$ cat config.mk
export PLATFORM = sky130hd
export DESIGN_NAME = pin_group_router
export DESIGN_NICKNAME = d
export VERILOG_FILES = /design/src/rtl/pin_router_pkg.sv /design/src/rtl/sel_debounce.sv /design/src/rtl/pin_group_router.sv
export SDC_FILE = /design/constraint.sdc
export NUM_CORES = 1
export LEC_CHECK = 0
export BUFFER_PORTS_ARGS = -buffer_cell sky130_fd_sc_hd__buf_2
export CORE_MARGIN = 1.5
export CORE_UTILIZATION = 45
export DETAILED_ROUTE_END_ITERATION = 7
export PLACE_DENSITY = 0.75
export SETUP_SLACK_MARGIN = 0.15
export SLEW_MARGIN = 5
export SYNTH_ARGS = -nofsm -noshare
export SYNTH_HDL_FRONTEND = slang
export SYNTH_SLANG_ARGS = --single-unit
$ cat constraint.sdc
create_clock -name clock -period 2.07 [get_ports clock]
set_input_delay 0.3105 -clock clock [delete_from_list [all_inputs] [get_ports clock]]
set_output_delay 0.3105 -clock clock [all_outputs]
set_load 0.005 [all_outputs]
$ cat src/rtl/pin_router_pkg.sv
// Shared types and helpers for pin_group_router: FSM state encoding,
// default parameter values and flat pad-bus index arithmetic.
package pin_router_pkg;

  typedef enum logic {
    ST_ACTIVE = 1'b0,
    ST_DRAIN  = 1'b1
  } router_state_t;

  localparam int DEF_NUM_GROUPS    = 4;
  localparam int DEF_GROUP_WIDTH   = 8;
  localparam int DEF_NUM_TARGETS   = 2;
  localparam int DEF_STABLE_CYCLES = 1024;
  localparam int DEF_GUARD_CYCLES  = 16;

  // Select field width; a single-target router still carries a 1-bit field.
  function automatic int sel_width(input int n);
    return (n > 1) ? $clog2(n) : 1;
  endfunction

  // Width of a counter that must reach n-1.
  function automatic int cnt_width(input int n);
    return (n > 1) ? $clog2(n) : 1;
  endfunction

  // LSB of pad (group g, target t) in the flat pad buses.
  function automatic int pad_lsb(input int g, input int t,
                                 input int num_targets, input int group_width);
    return (g * num_targets + t) * group_width;
  endfunction

endpackage

$ cat src/rtl/sel_debounce.sv
// Two-flop synchroniser plus stability debouncer for one group's target
// select. Out-of-range candidates are never accepted.
module sel_debounce
  import pin_router_pkg::*;
#(
  parameter int SEL_W         = 1,
  parameter int NUM_TARGETS   = DEF_NUM_TARGETS,
  parameter int STABLE_CYCLES = DEF_STABLE_CYCLES
) (
  input  logic             clock,
  input  logic             reset,
  input  logic [SEL_W-1:0] sel_raw,
  output logic [SEL_W-1:0] sel_db
);

  localparam int              CNT_W    = cnt_width(STABLE_CYCLES);
  localparam logic [CNT_W-1:0] CNT_LAST = CNT_W'(STABLE_CYCLES - 1);

  logic [SEL_W-1:0] sync1;
  logic [SEL_W-1:0] sync2;
  logic [SEL_W-1:0] cand;
  logic [CNT_W-1:0] cnt;
  logic [CNT_W-1:0] cnt_nxt;
  logic             accept;

  // The counter saturates at CNT_LAST, so a held candidate keeps being
  // re-accepted harmlessly while it stays stable.
  always_comb begin
    // NOTE: defaults first so every path assigns every output; no latches.
    cnt_nxt = cnt;
    accept  = 1'b0;
    if (sync2 != cand) begin
      cnt_nxt = '0;
    end else if (cnt != CNT_LAST) begin
      cnt_nxt = cnt + CNT_W'(1);
    end
    if ((cnt_nxt == CNT_LAST) && (int'(sync2) < NUM_TARGETS)) begin
      accept = 1'b1;
    end
  end

  always_ff @(posedge clock) begin
    // NOTE: non-blocking assignments so every flop samples pre-edge values.
    if (reset) begin
      sync1  <= '0;
      sync2  <= '0;
      cand   <= '0;
      cnt    <= '0;
      sel_db <= '0;
    end else begin
      sync1 <= sel_raw;
      sync2 <= sync1;
      cand  <= sync2;
      cnt   <= cnt_nxt;
      if (accept) begin
        sel_db <= sync2;
      end
    end
  end

endmodule

$ cat src/rtl/pin_group_router.sv
// Routes each pin group to one of several pad sets, with a tristate guard
// interval on every target change so old and new pads never overlap.
module pin_group_router
  import pin_router_pkg::*;
#(
  parameter int NUM_GROUPS    = DEF_NUM_GROUPS,
  parameter int GROUP_WIDTH   = DEF_GROUP_WIDTH,
  parameter int NUM_TARGETS   = DEF_NUM_TARGETS,
  parameter int SEL_W         = sel_width(NUM_TARGETS),
  parameter int STABLE_CYCLES = DEF_STABLE_CYCLES,
  parameter int GUARD_CYCLES  = DEF_GUARD_CYCLES
) (
  input  logic                                      clock,
  input  logic                                      reset,
  input  logic [NUM_GROUPS*SEL_W-1:0]               sel_raw,
  input  logic [NUM_GROUPS*GROUP_WIDTH-1:0]         pin_out,
  input  logic [NUM_GROUPS*GROUP_WIDTH-1:0]         pin_dir,
  input  logic [NUM_GROUPS*NUM_TARGETS*GROUP_WIDTH-1:0] pad_in,
  output logic [NUM_GROUPS*NUM_TARGETS*GROUP_WIDTH-1:0] pad_out,
  output logic [NUM_GROUPS*NUM_TARGETS*GROUP_WIDTH-1:0] pad_oe,
  output logic [NUM_GROUPS*GROUP_WIDTH-1:0]         pin_in_ext,
  output logic [NUM_GROUPS*SEL_W-1:0]               sel_active,
  output logic [NUM_GROUPS-1:0]                     switching
);

  localparam int               GRP_PADS = NUM_TARGETS * GROUP_WIDTH;
  localparam int               CNT_W    = cnt_width(GUARD_CYCLES);
  localparam logic [CNT_W-1:0] CNT_LAST = CNT_W'(GUARD_CYCLES - 1);

  if (GUARD_CYCLES < 1) begin : g_guard_check
    $error("pin_group_router: GUARD_CYCLES must be at least 1");
  end

  for (genvar g = 0; g < NUM_GROUPS; g++) begin : g_grp
    router_state_t          state_q;
    router_state_t          state_nxt;
    logic [SEL_W-1:0]       sel_db;
    logic [SEL_W-1:0]       act_q;
    logic [SEL_W-1:0]       act_nxt;
    logic [SEL_W-1:0]       pend_q;
    logic [SEL_W-1:0]       pend_nxt;
    logic [CNT_W-1:0]       cnt_q;
    logic [CNT_W-1:0]       cnt_nxt;
    logic [GROUP_WIDTH-1:0] dir_g;
    logic [GROUP_WIDTH-1:0] out_g;
    logic [GROUP_WIDTH-1:0] in_ext_q;
    logic [GRP_PADS-1:0]    pad_in_g;
    logic [GRP_PADS-1:0]    oe_q;
    logic [GRP_PADS-1:0]    po_q;
    logic                   sw_q;

    assign dir_g    = pin_dir[g*GROUP_WIDTH +: GROUP_WIDTH];
    assign out_g    = pin_out[g*GROUP_WIDTH +: GROUP_WIDTH];
    assign pad_in_g = pad_in[pad_lsb(g, 0, NUM_TARGETS, GROUP_WIDTH) +: GRP_PADS];

    sel_debounce #(
      .SEL_W         (SEL_W),
      .NUM_TARGETS   (NUM_TARGETS),
      .STABLE_CYCLES (STABLE_CYCLES)
    ) u_sel_debounce (
      .clock   (clock),
      .reset   (reset),
      .sel_raw (sel_raw[g*SEL_W +: SEL_W]),
      .sel_db  (sel_db)
    );

    // A new debounced select during DRAIN restarts the guard, even when it
    // points back at the currently committed target.
    always_comb begin
      state_nxt = state_q;
      act_nxt   = act_q;
      pend_nxt  = pend_q;
      cnt_nxt   = cnt_q;
      unique case (state_q)
        ST_ACTIVE: begin
          if (sel_db != act_q) begin
            state_nxt = ST_DRAIN;
            pend_nxt  = sel_db;
            cnt_nxt   = '0;
          end
        end
        ST_DRAIN: begin
          if (sel_db != pend_q) begin
            pend_nxt = sel_db;
            cnt_nxt  = '0;
          end else if (cnt_q == CNT_LAST) begin
            state_nxt = ST_ACTIVE;
            act_nxt   = pend_q;
          end else begin
            cnt_nxt = cnt_q + CNT_W'(1);
          end
        end
        default: state_nxt = ST_ACTIVE;
      endcase
    end

    // Pad enables follow the next state so the old target drops on the same
    // edge that opens the guard, and the new one rises on the commit edge.
    always_ff @(posedge clock) begin
      if (reset) begin
        state_q  <= ST_ACTIVE;
        act_q    <= '0;
        pend_q   <= '0;
        cnt_q    <= '0;
        sw_q     <= 1'b0;
        in_ext_q <= '0;
        oe_q     <= '0;
        po_q     <= '0;
      end else begin
        state_q <= state_nxt;
        act_q   <= act_nxt;
        pend_q  <= pend_nxt;
        cnt_q   <= cnt_nxt;
        sw_q    <= (state_nxt == ST_DRAIN);
        if (state_q == ST_ACTIVE) begin
          in_ext_q <= pad_in_g[int'(act_q)*GROUP_WIDTH +: GROUP_WIDTH];
        end
        for (int t = 0; t < NUM_TARGETS; t++) begin
          if ((state_nxt == ST_ACTIVE) && (act_nxt == SEL_W'(t))) begin
            oe_q[t*GROUP_WIDTH +: GROUP_WIDTH] <= dir_g;
            po_q[t*GROUP_WIDTH +: GROUP_WIDTH] <= out_g;
          end else begin
            oe_q[t*GROUP_WIDTH +: GROUP_WIDTH] <= '0;
            po_q[t*GROUP_WIDTH +: GROUP_WIDTH] <= '0;
          end
        end
      end
    end

    assign pad_oe[pad_lsb(g, 0, NUM_TARGETS, GROUP_WIDTH) +: GRP_PADS]  = oe_q;
    assign pad_out[pad_lsb(g, 0, NUM_TARGETS, GROUP_WIDTH) +: GRP_PADS] = po_q;
    assign pin_in_ext[g*GROUP_WIDTH +: GROUP_WIDTH] = in_ext_q;
    assign sel_active[g*SEL_W +: SEL_W]             = act_q;
    assign switching[g]                             = sw_q;
  end

endmodule

# Word level (Yosys, flattened, before mapping)
# Cells that the tools add are included.
# classes
n_reduce_logical	24
shifts	4
mux	68
bitwise_logic	20
n_addsub	8
n_eq_ne	36
# ops
op	count
$mux W10	8
$shiftx A16 B5 Y8	4
$mux W4	12
$add A10 B1 Y10 const B	4
$eq A10 B10 Y1 const B	4
$ne A10 B10 Y1 const B	4
$mux W1	36
$pmux W4 S2	4
$not A1 Y1	20
$add A4 B1 Y4 const B	4
$eq A4 B4 Y1 const B	4
$pmux W1 S2	8
$reduce_and A2 Y1	8
$reduce_or A2 Y1	8
$ne A1 B1 Y1	12
$ne A3 B3 Y1 const B	4
$logic_and A1 B1 Y1	8
$ne A2 B1 Y1 const B	4
$ne A2 B2 Y1 const B	4
# totals
in_bits	134
ff_bits	244

# Depth between registers and ports, before layout
# Gate-level depths: netlist of run 1.
# logic_depth
word_depth	8
ltp_mapped	8
mapped_depth_nobuf	7

# Modules after synthesis
# From an unflattened synthesis of run 1, not the netlist that was laid out.
# hier_totals
cells_unflattened	1035
hier_area_um2	9527.9
# modules_own_cells
module	cells_each	seq_area_each_um2	area_per_inst_um2	n_inst
pin_group_router	696	3763.6	6606.3	1
sel_debounce at g_grp[0].u_sel_debounce ...	85	280.3	740.7	3
sel_debounce at g_grp[3].u_sel_debounce	84	280.3	699.4	1

# Worst setup path before layout of run 1
# Ideal clock, no wire load.
# synth_path
path_kind	register to register
from	register g_grp[2].u_sel_debounce.cnt[0]
to	register g_grp[2].u_sel_debounce.sel_db
period_less_slack_ps	1940
t_arrival_ps	1817
n_path_buf	1
path_stages_with_launch	8
path_slack_ps	130
setup_time_ps	123
cell_sequence	dfxtp_1 -> ha_1 -> buf_2 -> nand2_1 -> a211o_1 -> o21bai_1 -> nor4_2 -> mux2_1
# synth_via
elab_chain_len	5
elab_cells_between_ends	6
cone_classes	1 x add/sub; 2 x eq/ne; 3 x mux
# synth_lines
item	line	source
start, declared	sel_debounce.sv:22	logic [CNT_W-1:0] cnt;
start signal, assigned	sel_debounce.sv:54	cnt <= cnt_nxt;
$add A10 B1 Y10 or $ne A10 B10 Y1 (tied branches)	sel_debounce.sv:35, sel_debounce.sv:34	
$mux W10 (*)	sel_debounce.sv:34	end else if (cnt != CNT_LAST) begin
$mux W10 (*)	sel_debounce.sv:32	if (sync2 != cand) begin
$eq A10 B10 Y1 (*)	sel_debounce.sv:37	if ((cnt_nxt == CNT_LAST) && (int'(sync2) < NUM_TARGETS)) begin
$mux W1 (*)	sel_debounce.sv:37	
end signal, assigned	sel_debounce.sv:56	sel_db <= sync2;
end, declared	sel_debounce.sv:13	output logic [SEL_W-1:0] sel_db
# Every way passes the cells marked *; elsewhere a longest branch is shown, timed or not.
# A chain may end at the register's enable or synchronous reset.

# Worst setup path in the final report of run 1
# layout_path
from	register g_grp[2].u_sel_debounce.cnt[8]
to	register g_grp[2].u_sel_debounce.sel_db
# Same word-level chain as after synthesis.

==> summary.txt, run 1 <==
outcome: finished clean
Synth area leader: dfxtp_1
Avg WL per Cell: 13.3 um
GRT overflow: 0
Final Hold Viols: 0
Cells after DPL: 1473
adder-cell share of the synthesized area: 0.0112
internal power contribution: 7.90 mW
R2R depth: 6
DR vias/cell: 4.86
vias in the first global route: 6842
RSZ-0062 raised after global routing: true
initial antenna violation count: 0
Crit. End Element: flop
Routed Antenna Nets: 0
clk_lat worst skew: 520 ps
average size of a mapped cell: 9.74 um^2
fin. max-slew vios: 0
Slew HR: 0.715
crit start category: flop
top area cells in the synthesized netlist: dfxtp_1 (55%), and2_1 (8.0%), nor2_1 (4.8%), mux2i_1 (4.6%), a21oi_1 (3.5%)
port buffer count: 301
Worst Setup Slack, final: 169 ps
final setup vio count: 0
HPWL after DPL: 14300 um
post-route cell area: 12300 um^2
Seq. cell area: 4900 um^2
post-synthesis cell area: 8960 um^2
clk slew on worst S/H paths: 60 ps
Post-synth top flop: dfxtp_1
crit share post-route: 0.918
max cap viols: 0
Worst IR Drop VDD: 0.563 mV
share of layout cells above drive strength 1: 0.343
Gate Count Post-Synth: 920
ANT cells: 0
root buf cell: clkbuf_16
First DRT Iteration DRCs: 299
Async S/R FF share, synth: 0
Worst Path Arrival: 2300 ps
area of the multi-input gates: 3920 um^2
post-synthesis mux area share: 0.0511
Setup WS pre-CTS: -35.4 ps
Non-Filler Instances: 1563
Power Density: 816 nW/um^2
EDFF count, synth: 0
kind of critical path: flop to flop
clk_skew: 11.8 ps
DR DRC count: 0
sequential power share: 0.486
fmax: 526 MHz
Initial Utilization: 0.460
Synth Area in Simple Gates: 0.249
die width: 144 um
Comb power frac: 0.062
HP Class: input port to flop
Leakage Power: 5.70 nW
number of unique standard cell types used by synthesis: 55
Synth Register Bits: 244
WHS: 17.2 ps
clock buffer depth: 3
pin count of the biggest net entering global routing: 33
Hold Path Cell Cnt: 2
routed vias: 7589
WL final: 20800 um
Synth Area in XOR/XNOR: 0.0264
switch share: 0.215
I/O pin cnt: 302
complex-gate fraction of the synthesized area: 0.0845
fin nets: 1421
Die Y: 144 um
required time worst endpoint: 2470 ps
Syn Nets: 1062
first-pass GRT wire length: 32300 um
Die Area: 20800 um^2
post-layout min period: 1900 ps
FILL cells: 1589
top cell type's share of synthesized area: 0.545
Worst Tran Pin Value: 427 ps
area grow syn2layout: 37.6%
Clk pwr share: 0.452
yosys warns: 0
Core Rows: 51
clk sinks: 244
main combinational cell family by area after synthesis: simple AND/OR/NAND/NOR gates
CTS Buf Count: 25
Post-synth top cells: dfxtp_1 (244), and2_1 (115), nor2_1 (115)
Max FO, Critical Path: 5
CTS tree: built
setup_tns: 0 ps
Seq/Total Area, Yosys: 0.545
top-count cell post-synth: dfxtp_1
core area: 19500 um^2
Detailed Routing Iterations Pass 1: 4
GRT Util Overall: 0.187
H-tree levels: 1
RD Place Congestion: 0.850
placed instance area: 10800 um^2
NetSw: 2.16 mW
## logic make-up (layout without fill, tap and decap cells)
kind of cell,after synthesis,in the layout
and+or+nand+nor,408,408
DFF,244,244
AOI/OAI and AO/OA,125,125
buffers and inverters,63,441
muxes,45,45
xor gates and xnor gates,27,27
adders and majority gates,8,8
## stage by stage
stage	power [mW]	utilization
after detailed placement	5.54	0.557
final	10.1	0.633
after floorplan	5.23	-
after CTS	10.2	0.624
after global routing	10.5	0.633
after global placement	5.52	0.557
## state kept, by name, summed over array words and instances, names as in the netlist
signal and cells:
g_grp.u_sel_debounce.sync2 4, g_grp.pend_q 4, g_grp.act_q 4, g_grp.po_q 64
g_grp.cnt_q 16, g_grp.u_sel_debounce.cnt 40, g_grp.u_sel_debounce.sel_db 4, g_grp.sw_q 4
g_grp.oe_q 64, g_grp.u_sel_debounce.sync1 4, g_grp.u_sel_debounce.cand 4, g_grp.in_ext_q 32
## final timing paths
path / from / to / slack (ps)
min reg2reg: g_grp[3].u_sel_debounce.sync1 / g_grp[3].u_sel_debounce.sync2 / 440
max: g_grp[2].u_sel_debounce.cnt[8] / g_grp[2].u_sel_debounce.sel_db / 170
min: pin_dir[0] / g_grp[0].oe_q[0] / 20
max reg2reg: g_grp[2].u_sel_debounce.cnt[8] / g_grp[2].u_sel_debounce.sel_db / 170
## worst max-delay path: stages, from the launching register on
cell and delay (ps):
dfxtp_1 400, and4_4 270, nand2_1 80, a211o_1 270
o21bai_1 160, nor4_2 270, mux2_1 340
## power groups by stage
stage | combinational, mW | clock (mW) | sequential (mW)
global route | 0.693 | 4.89 | 4.90
CTS | 0.620 | 4.68 | 4.88
finish | 0.622 | 4.55 | 4.89
global placement | 0.544 | 0 | 4.98
floorplan | 0.230 | 0 | 5.00
detailed placement | 0.553 | 0 | 4.98
## layout by cell type, fill, tap and decap left out, types with 13 or more instances in the layout
cell type and count:
a21oi_1 62, and2_1 112, and3_1 30, buf_2 300
buf_4 39, clkbuf_16 25, dfxtp_1 229, dfxtp_2 15
dlygate4sd3_1 40, mux2i_1 40, nand2_1 28, nand3_1 19
nand4_1 14, nor2_1 112, nor2b_1 22, nor3_1 16
o21ai_0 19, xnor2_1 13, xor2_1 14
## metal layers
metal	global-route usage	part of all wire	vias to the layer above	wire length [um]
li1	-	-	3849	-
met1	0.230	0.42	3497	8720
met4	0.0467	0.019	0	399
met2	0.335	0.51	208	10500
met5	0	0	-	0
met3	0.0358	0.055	35	1140
## layout make-up
cell class	count	share of cell area
Clock buffer	34	0.0592
Multi-Input combinational cell	613	0.318
Inverter	12	0.00365
Tap cell	265	0.0269
Timing Repair Buffer	383	0.184
Sequential cell	244	0.398
Clock inverter	12	0.0106
## what timing repair did
action / 4_1_cts / 5_1_grt
pin swaps: 1 / 11
endpoints found under the setup margin: 71 / 70
endpoints found under the hold margin: 54 / 0
setup buffers: 0 / 4
resized for setup: 18 / 36
hold buffers: 40 / 0
(Power assumes the default switching activity.)
==> run 2: changes to the inputs <==
--- a/config.mk
+++ b/config.mk
@@ -6,10 +6,12 @@
 export NUM_CORES = 1
 export LEC_CHECK = 0
 export BUFFER_PORTS_ARGS = -buffer_cell sky130_fd_sc_hd__buf_2
+export CELL_PAD_IN_SITES_DETAIL_PLACEMENT = 1
+export CELL_PAD_IN_SITES_GLOBAL_PLACEMENT = 1
 export CORE_MARGIN = 1.5
-export CORE_UTILIZATION = 45
+export CORE_UTILIZATION = 34
 export DETAILED_ROUTE_END_ITERATION = 7
-export PLACE_DENSITY = 0.75
+export PLACE_DENSITY_LB_ADDON = 0.1
 export SETUP_SLACK_MARGIN = 0.15
 export SLEW_MARGIN = 5
 export SYNTH_ARGS = -nofsm -noshare
==> run 2 against run 1 <==
  * Via count rose by 4.0%
  * Fmax rose by 0.47%
  * Count of clock-buffer cells in the layout rose by 6
  * Global-route usage fell by 1.6 points
  * Sequential share of layout area fell by 1.4 points
  * Routed wire length rose by 19%
  * Critical path type unchanged
  * Critical endpoint unchanged
  * Sequential cell count did not move
==> summary.txt, run 2 (synthesized netlist as in run 1, its figures left out) <==
outcome: finished clean
fin. max-slew vios: 0 (unchanged)
hold path endpoint: g_grp[3].po_q[6]
Power Density: 801 nW/um^2 (-1.8%)
Worst IR Drop VDD: 0.594 mV (+5.4%)
DR vias/cell: 4.71 (-2.9%)
area grow syn2layout: 43.3%
Cells after DPL: 1561 (+6.0%)
RD Place Congestion: 0.803 (-5.4%)
GRT overflow: 0 (unchanged)
clk sinks: 244 (unchanged)
post-route cell area: 12800 um^2 (+4.1%)
Leakage Power: 5.92 nW (+3.8%)
Worst Path Arrival: 2300 ps (about the same)
core area: 26000 um^2 (+34%)
R2R depth: 7 (+1)
clk_lat worst skew: 520 ps (about the same)
initial antenna violation count: 0 (unchanged)
routed vias: 7892 (+4.0%)
Reg2Reg Setup Slack: 180 ps (about the same)
sequential power share: 0.475 (-0.011)
Die Area: 27300 um^2 (+32%)
post-layout min period: 1890 ps (-8.92 ps)
vias in the first global route: 7858 (+15%)
Detailed Routing Iterations Pass 1: 4 (unchanged)
die width: 165 um (+15%)
NetSw: 2.22 mW (+2.9%)
root buf cell: clkbuf_16
Hold Crit Start: pin_out[30]
required time worst endpoint: 2470 ps (about the same)
crit share post-route: 0.914 (-0.00431)
most common cell after layout, fill and taps aside: buf_2
most frequent cells in the layout: buf_2 (300), dfxtp_1 (220), and2_1 (113), nor2_1 (112), a21oi_1 (61)
switch share: 0.216 (+0.00146)
clk slew on worst S/H paths: 60 ps (about the same)
CTS tree: built
Avg WL per Cell: 14.8 um (+11%)
Die Y: 165 um (+15%)
crit start category: flop
GRT Util Overall: 0.171 (-0.0160)
placed instance area: 11100 um^2 (+2.2%)
Core Rows: 59 (+16%)
Routed Antenna Nets: 0 (unchanged)
kind of critical path: flop to flop
Final Hold Viols: 0 (unchanged)
HP Class: input port to flop
I/O pin cnt: 302 (unchanged)
worst r2r src: g_grp[2].u_sel_debounce.cnt[0]
port buffer count: 301 (unchanged)
first-pass GRT wire length: 38400 um (+19%)
Clk pwr share: 0.458 (+0.006)
pin count of the biggest net entering global routing: 38 (+15%)
ANT cells: 0 (unchanged)
setup_tns: 0 ps (unchanged)
Non-Filler Instances: 1674 (+7.1%)
Tot Pwr: 10.3 mW (+2.2%)
final setup vio count: 0 (unchanged)
DR DRC count: 0 (unchanged)
fin nets: 1463 (+3.0%)
Slew HR: 0.685 (-0.0308)
CTS Buf Count: 27 (+8.0%)
clock buffer depth: 3 (unchanged)
WHS: 18.5 ps (+1.27 ps)
HPWL after DPL: 17100 um (+19%)
internal power contribution: 8.06 mW (+2.0%)
fmax: 528 MHz (+0.47%)
clk_skew: 12.2 ps (+0.383 ps)
Crit. End Element: flop
Comb power frac: 0.068 (+0.006)
biggest registers after layout: g_grp.oe_q (64), g_grp.po_q (64), g_grp.u_sel_debounce.cnt (40)
WL final: 24700 um (+19%)
Initial Utilization: 0.345 (-0.116)
Worst Tran Pin Value: 472 ps (+44.7 ps)
First DRT Iteration DRCs: 320 (+7.0%)
Worst R2R End: g_grp[2].u_sel_debounce.sel_db
max cap viols: 0 (unchanged)
H-tree levels: 1 (unchanged)
Max FO, Critical Path: 4 (-1)
share of layout cells above drive strength 1: 0.353 (+0.00967)
Hold Path Cell Cnt: 2 (unchanged)
RSZ-0062 raised after global routing: true
run 2: cell count changes in the layout (fill, tap and decap cells not counted), sizes merged:
cell and delta:
inv -1, clkbuf +6, buf +21, clkinv -3, clkinvlp -1, dlygate4sd3 +19
run 2: cell type report:
| cell class | instances | area, um^2 |
|---|---|---|
| Timing Repair Buffer | 423 | 2610 |
| Inverter | 12 | 45.0 |
| Fill cell | 3058 | 13200 |
| Sequential cell | 244 | 4930 |
| Clock inverter | 7 | 87.6 |
| Clock buffer | 40 | 785 |
| Tap cell | 335 | 419 |
| Multi-Input combinational cell | 613 | 3960 |
run 2: critical path, cell delays in order (launching register included):
cell and delay (ps):
dfxtp_4 370, buf_6 100, nand3_2 60, or3_4 400, a21oi_4 170, o21bai_4 70
nor4_4 280, mux2_4 320
run 2: metrics by stage:
step	utilization	setup WS, ps
2_1_floorplan	-	168
4_1_cts	0.484	121
5_1_grt	0.494	89.0
3_3_place_gp	0.426	79.2
6_report	0.494	178
3_5_place_dp	0.426	-3.90
run 2: metal layers:
layer / global-route usage / share of wire / vias up
met3: 0.0350 / 0.050 / 28
met5: 0 / 0 / -
met4: 0.0349 / 0.015 / 0
met1: 0.199 / 0.41 / 3766
met2: 0.323 / 0.52 / 191
li1: - / - / 3907
run 2: repair_timing:
action | 4_1_cts | 5_1_grt
hold buffers | 59 | 0
pin swaps | 2 | 19
endpoints found under the setup margin | 34 | 85
resized for setup | 16 | 55
setup buffers | 0 | 7
endpoints found under the hold margin | 101 | 0
run 2: power groups by stage:
stage                     clock network [mW]  logic [mW]  registers, mW
after global placement                     0       0.589           4.98
final                                   4.70       0.696           4.88
after global routing                    5.07       0.779           4.89
after CTS                               4.86       0.696           4.88
after detailed placement                   0       0.598           4.98
after floorplan                            0       0.230           5.00
run 2: how the worst max path moves through the flow:
stage,slack [ps],from,cells past startpoint,end
floorplan,170,g_grp[2].u_sel_debounce.cnt[0],7,g_grp[2].u_sel_debounce.sel_db
global placement,80,g_grp[2].cnt_q[1],6,g_grp[2].po_q[13]
detailed placement,-4,g_grp[2].cnt_q[1],6,g_grp[2].po_q[14]
CTS,120,g_grp[0].cnt_q[0],7,g_grp[0].po_q[0]
global route,90,g_grp[0].cnt_q[1],8,g_grp[0].po_q[1]
finish,180,g_grp[2].u_sel_debounce.cnt[0],7,g_grp[2].u_sel_debounce.sel_db
